[src/rtl/maint_scheduler.sv]
// Use/maintenance sequencer: grants use cycles, locks out at the use limit or on a
// RUN timeout, and runs fixed-length maintenance cycles that reset the use count.
module maint_scheduler #(
    parameter logic [7:0] CYCLE_LIMIT = 8'd10,
    parameter logic [7:0] WARN_MARGIN = 8'd2,
    parameter int         MAINT_LEN   = 4,
    parameter int         RUN_MAX     = 16
) (
    input  logic       clk,
    input  logic       rst,
    input  logic       use_req,
    input  logic       use_done,
    input  logic       maint_req,
    output logic       use_ack,
    output logic       maint_busy,
    output logic       warn,
    output logic       lockout,
    output logic       fault,
    output logic [7:0] use_count,
    output logic [7:0] maint_count,
    output logic [7:0] msj
);
    localparam int         TMAX    = (RUN_MAX > MAINT_LEN) ? RUN_MAX : MAINT_LEN;
    localparam int         TW      = $clog2(TMAX);
    localparam logic [7:0] WARN_TH = CYCLE_LIMIT - WARN_MARGIN;

    typedef enum logic [1:0] {IDLE, RUN, MAINT, LOCK} state_t;

    state_t        state_q, state_d;
    logic [TW-1:0] tmr_q, tmr_d;
    logic          pend_q, pend_d;
    logic          use_ack_q, use_ack_d;
    logic          fault_q, fault_d;
    logic          warn_q;
    logic [7:0]    use_count_q, use_count_d;
    logic [7:0]    maint_count_q, maint_count_d;
    logic [7:0]    msj_q;

    always_comb begin
        state_d       = state_q;
        tmr_d         = tmr_q + TW'(1);
        pend_d        = pend_q;
        use_ack_d     = 1'b0;
        fault_d       = fault_q;
        use_count_d   = use_count_q;
        maint_count_d = maint_count_q;
        case (state_q)
            IDLE: begin
                tmr_d = '0;
                if (maint_req || pend_q) begin
                    state_d = MAINT;
                    pend_d  = 1'b0;
                end else if (fault_q || use_count_q == CYCLE_LIMIT) begin
                    state_d = LOCK;
                end else if (use_req) begin
                    state_d     = RUN;
                    use_ack_d   = 1'b1;
                    use_count_d = use_count_q + 8'd1;
                end
            end
            RUN: begin
                // A maintenance request during a use is deferred, never dropped
                if (maint_req) pend_d = 1'b1;
                if (use_done) begin
                    state_d = IDLE;
                    tmr_d   = '0;
                end else if (tmr_q == TW'(RUN_MAX - 1)) begin
                    state_d = LOCK;
                    fault_d = 1'b1;
                    tmr_d   = '0;
                end
            end
            MAINT: begin
                if (tmr_q == TW'(MAINT_LEN - 1)) begin
                    state_d     = IDLE;
                    tmr_d       = '0;
                    use_count_d = 8'd0;
                    fault_d     = 1'b0;
                    if (maint_count_q != 8'hFF) maint_count_d = maint_count_q + 8'd1;
                end
            end
            LOCK: begin
                tmr_d = '0;
                if (maint_req) begin
                    state_d = MAINT;
                    pend_d  = 1'b0;
                end
            end
            default: state_d = IDLE;
        endcase
    end

    always_ff @(posedge clk) begin
        if (!rst) begin
            state_q       <= IDLE;
            tmr_q         <= '0;
            pend_q        <= 1'b0;
            use_ack_q     <= 1'b0;
            fault_q       <= 1'b0;
            warn_q        <= 1'b0;
            use_count_q   <= 8'd0;
            maint_count_q <= 8'd0;
            msj_q         <= 8'h00;
        end else begin
            state_q       <= state_d;
            tmr_q         <= tmr_d;
            pend_q        <= pend_d;
            use_ack_q     <= use_ack_d;
            fault_q       <= fault_d;
            use_count_q   <= use_count_d;
            maint_count_q <= maint_count_d;
            // Status outputs are derived from the current registers, so they trail state by one cycle
            warn_q        <= (use_count_q >= WARN_TH) && (state_q != LOCK);
            msj_q         <= (state_q == LOCK) ? 8'hFF : maint_count_q;
        end
    end

    assign use_ack     = use_ack_q;
    assign maint_busy  = (state_q == MAINT);
    assign lockout     = (state_q == LOCK);
    assign fault       = fault_q;
    assign warn        = warn_q;
    assign use_count   = use_count_q;
    assign maint_count = maint_count_q;
    assign msj         = msj_q;

endmodule

[config.mk]
export PLATFORM = sky130hd
export DESIGN_NAME = maint_scheduler
export DESIGN_NICKNAME = d
export VERILOG_FILES = /design/src/rtl/maint_scheduler.sv
export SDC_FILE = /design/constraint.sdc
export NUM_CORES = 1
export LEC_CHECK = 0
export CORE_UTILIZATION = 49
export CTS_CLUSTER_DIAMETER = 80
export DETAILED_ROUTE_END_ITERATION = 8
export PLACE_DENSITY = 0.78
export SYNTH_ARGS = -nofsm -noshare
export SYNTH_HDL_FRONTEND = slang
export SYNTH_SLANG_ARGS = --single-unit
[constraint.sdc]
create_clock -name clk -period 2.3 [get_ports clk]
set_input_delay 0.575 -clock clk [delete_from_list [all_inputs] [get_ports clk]]
set_output_delay 0.575 -clock clk [all_outputs]
set_load 0.03 [all_outputs]
==> results by group <==
Run status
  – Status: finished, violations left
  – Failing checks: DRC

Floorplan
  – Die Area: 0.00333 mm^2
  – Io pins: 34
  – Initial core utilization: 0.533
  – Row Count: 19
  – Core area: 0.00285 mm^2
  – Die X: 57.7 um
  – Die H: 57.7 um

Yosys
  – Post-synthesis net count: 175
  – Syn Area/Cell: 9.22 um^2
  – EDFF count, synth: 0
  – Synth Register Bits: 34
  – Syn Inst Count: 165
  – Largest area contributor in the synthesized netlist: dfxtp_1
  – Synthesis Warnings: 0
  – Ys flop type: dfxtp_1
  – Sequential fraction of the synthesis area: 0.447
  – Post-synth top area share: 0.447
  – Count of cell types in the netlist: 43
  – Mapped Area: 0.00152 mm^2
  – Synth top cells by count: 34 x dfxtp_1, 11 x nand3_1, 10 x a31oi_1, 10 x o21a_1
  – Most common cell in the synthesized netlist: dfxtp_1
  – Post-synth ARST share: 0
  – Top area cells in the synthesized netlist: dfxtp_1 45%, o21a_1 4.9%, a31oi_1 4.1%, ha_1 4.1%, nand3_1 3.6%

Clock network
  – Clock Path Buffers: 2
  – H-Tree Depth: 2
  – CTS Sinks: 34
  – CTS Hold Bufs: 0
  – Postcts setup bufs: 0
  – CTS tree: built
  – Worst skew pair latency: 0.34 ns
  – Clock Pin Slew Worst Setup and Hold Paths: 0.10 ns
  – Clk root buf: clkbuf_4
  – CTS Buf Count: 5

Worst setup path
  – CP startpoint kind: flop
  – Worst endpoint data arrival time: 1.54 ns
  – CP max FO: 8
  – Crit. End Element: output pin
  – Buf+Inv Stages, Crit Path: 1
  – Crit path cell chain: clkdlybuf4s50_1
  – CP peak stage delay: 0.73 ns
  – Worst EP required: 1.73 ns
  – Worst path slowest cell: clkdlybuf4s50_1
  – Setup Crit Path Kind: flop to output pin
  – Cell family with most CP delay: buffers and inverters

Place
  – GP Congestion: 0.837
  – Buffers added on ports: 33
  – DP Wirelength: 2430 um

GRT
  – Vias in the first global route: 1354
  – Initial antenna violation count: 0
  – Total grt overflow: 0
  – First-pass GRT wire length: 5930 um
  – Largest net degree at the start of global routing: 36
  – Total track usage: 0.231

Power
  – Power Dens Cells: 590 mW/mm^2
  – Total Power: 1.16 mW
  – Leakage: 0.772 nW
  – IR drop worst, VDD: 426 uV

STA
  – Final Max Tran Viols: 0
  – Min cycle time layout: 2.12 ns
  – Max frequency: 0.472 GHz
  – Crit share post-route: 0.921
  – Setup Skew: 0.00800 ns
  – Worst hold slack: 0.450 ns
  – Worst Tran Pin Value: 0.552 ns
  – Final hold violation count: 0
  – Setup TNS: 0 ns
  – RSZ-0062 raised after global routing: no
  – Slew margin rel.: 0.631
  – # setup viols final: 0

Routing
  – Via Count: 1408
  – DRC viols: 2
  – Wire length per cell: 14.5 um
  – Post-route ant nets: 0
  – Drt initial violations: 67
  – DRT Pass-1 Iters: 6
  – Vias per inst: 5.94
  – Total wire length: 3430 um

Flow run
  – Max Cap Viol: 0

Cells and area
  – Antenna Cells: 0
  – Final #Nets: 215
  – Layout cells sized above 1: 0.0680
  – Layout Area Growth over Synthesis: 29.2%

Min path
  – Hold crit path type: flop to flop
power by group:
| group | switching [mW] | total (mW) | internal (mW) |
|---|---|---|---|
| Combinational | 0.108 | 0.180 | 0.0722 |
| Clock | 0.203 | 0.351 | 0.148 |
| Sequential | 0.0205 | 0.630 | 0.609 |
through the flow:
step                      std cells  utilization  area [um^2]  setup WS (ns)
after floorplan                 165            -         1520          0.238
after CTS                       237        0.689         1970          0.179
after global placement          229        0.669         1910          0.100
final                           237        0.689         1970          0.182
after global routing            237        0.689         1970         0.0755
after detailed placement        229        0.669         1910         0.0281
registers in the layout (all words and copies together) (netlist names):
register	count
use_ack	1
tmr_q	4
maint_count	8
msj	8
fault	1
pend_q	1
use_count	8
warn	1
state_q	2
final cells by class:
class,count,area [um^2]
clock buffers,7,55.1
clock inverters,1,5.00
fillers,238,887
inverters,8,30.0
multi-input cells,118,791
flip-flops and latches,34,681
well taps,31,38.8
repair buffers,38,365
metal layers:
metal / GRT usage / routed length [um]
met1: 0.287 / 1570
met2: 0.377 / 1630
met3: 0.0558 / 173
met4: 0.116 / 54
met5: 0 / 0
final timing paths:
check                     from        endpoint  slack [ns]  depth (start not counted)
setup / recovery  use_count[3]    use_count[3]        0.18                          1
hold / removal        tmr_q[0]        tmr_q[0]        0.45                          1
setup reg to reg      tmr_q[0]  maint_count[6]        0.19                          5
hold reg to reg       tmr_q[0]        tmr_q[0]        0.45                          1
cells in the final DEF (no fill, tap or decap), types with 2 or more instances in the layout:
cell type | Yosys | routed
o211a_1 | 3 | 3
o21ai_0 | 8 | 8
o211ai_1 | 2 | 2
dlygate4sd2_1 | 0 | 2
nand3_1 | 11 | 11
or3_1 | 4 | 4
nor3_1 | 2 | 2
nand4_1 | 2 | 2
or4_1 | 2 | 2
or4b_1 | 2 | 2
ha_1 | 5 | 5
a21boi_0 | 4 | 4
and3_1 | 4 | 4
nor2_1 | 8 | 8
a211oi_1 | 2 | 2
clkdlybuf4s50_1 | 0 | 31
clkbuf_4 | 0 | 5
buf_4 | 0 | 5
dfxtp_1 | 34 | 34
nand2b_1 | 7 | 7
nand2_1 | 8 | 8
and2_1 | 2 | 2
mux2i_1 | 2 | 2
o21a_1 | 10 | 10
inv_1 | 7 | 7
nor3b_1 | 2 | 2
a31oi_1 | 10 | 10
a21oi_1 | 2 | 2
cell families after synthesis:
| group | Yosys count | synth area share |
|---|---|---|
| AO/OA/AOI/OAI | 50 | 0.235 |
| XOR/XNOR | 2 | 0.0115 |
| adder cells (fa/ha/maj) | 5 | 0.0411 |
| buffers and inverters | 13 | 0.0329 |
| flip-flops | 34 | 0.447 |
| multiplexers | 2 | 0.0132 |
| AND/OR/NAND/NOR | 59 | 0.219 |
timing repair:
item / 4_1_cts / 5_1_grt
endpoints found under the hold margin: 0 / 0
gates resized for setup: 2 / 0
endpoints found under the setup margin: 2 / 0
Power figures use the tool's default switching activity.
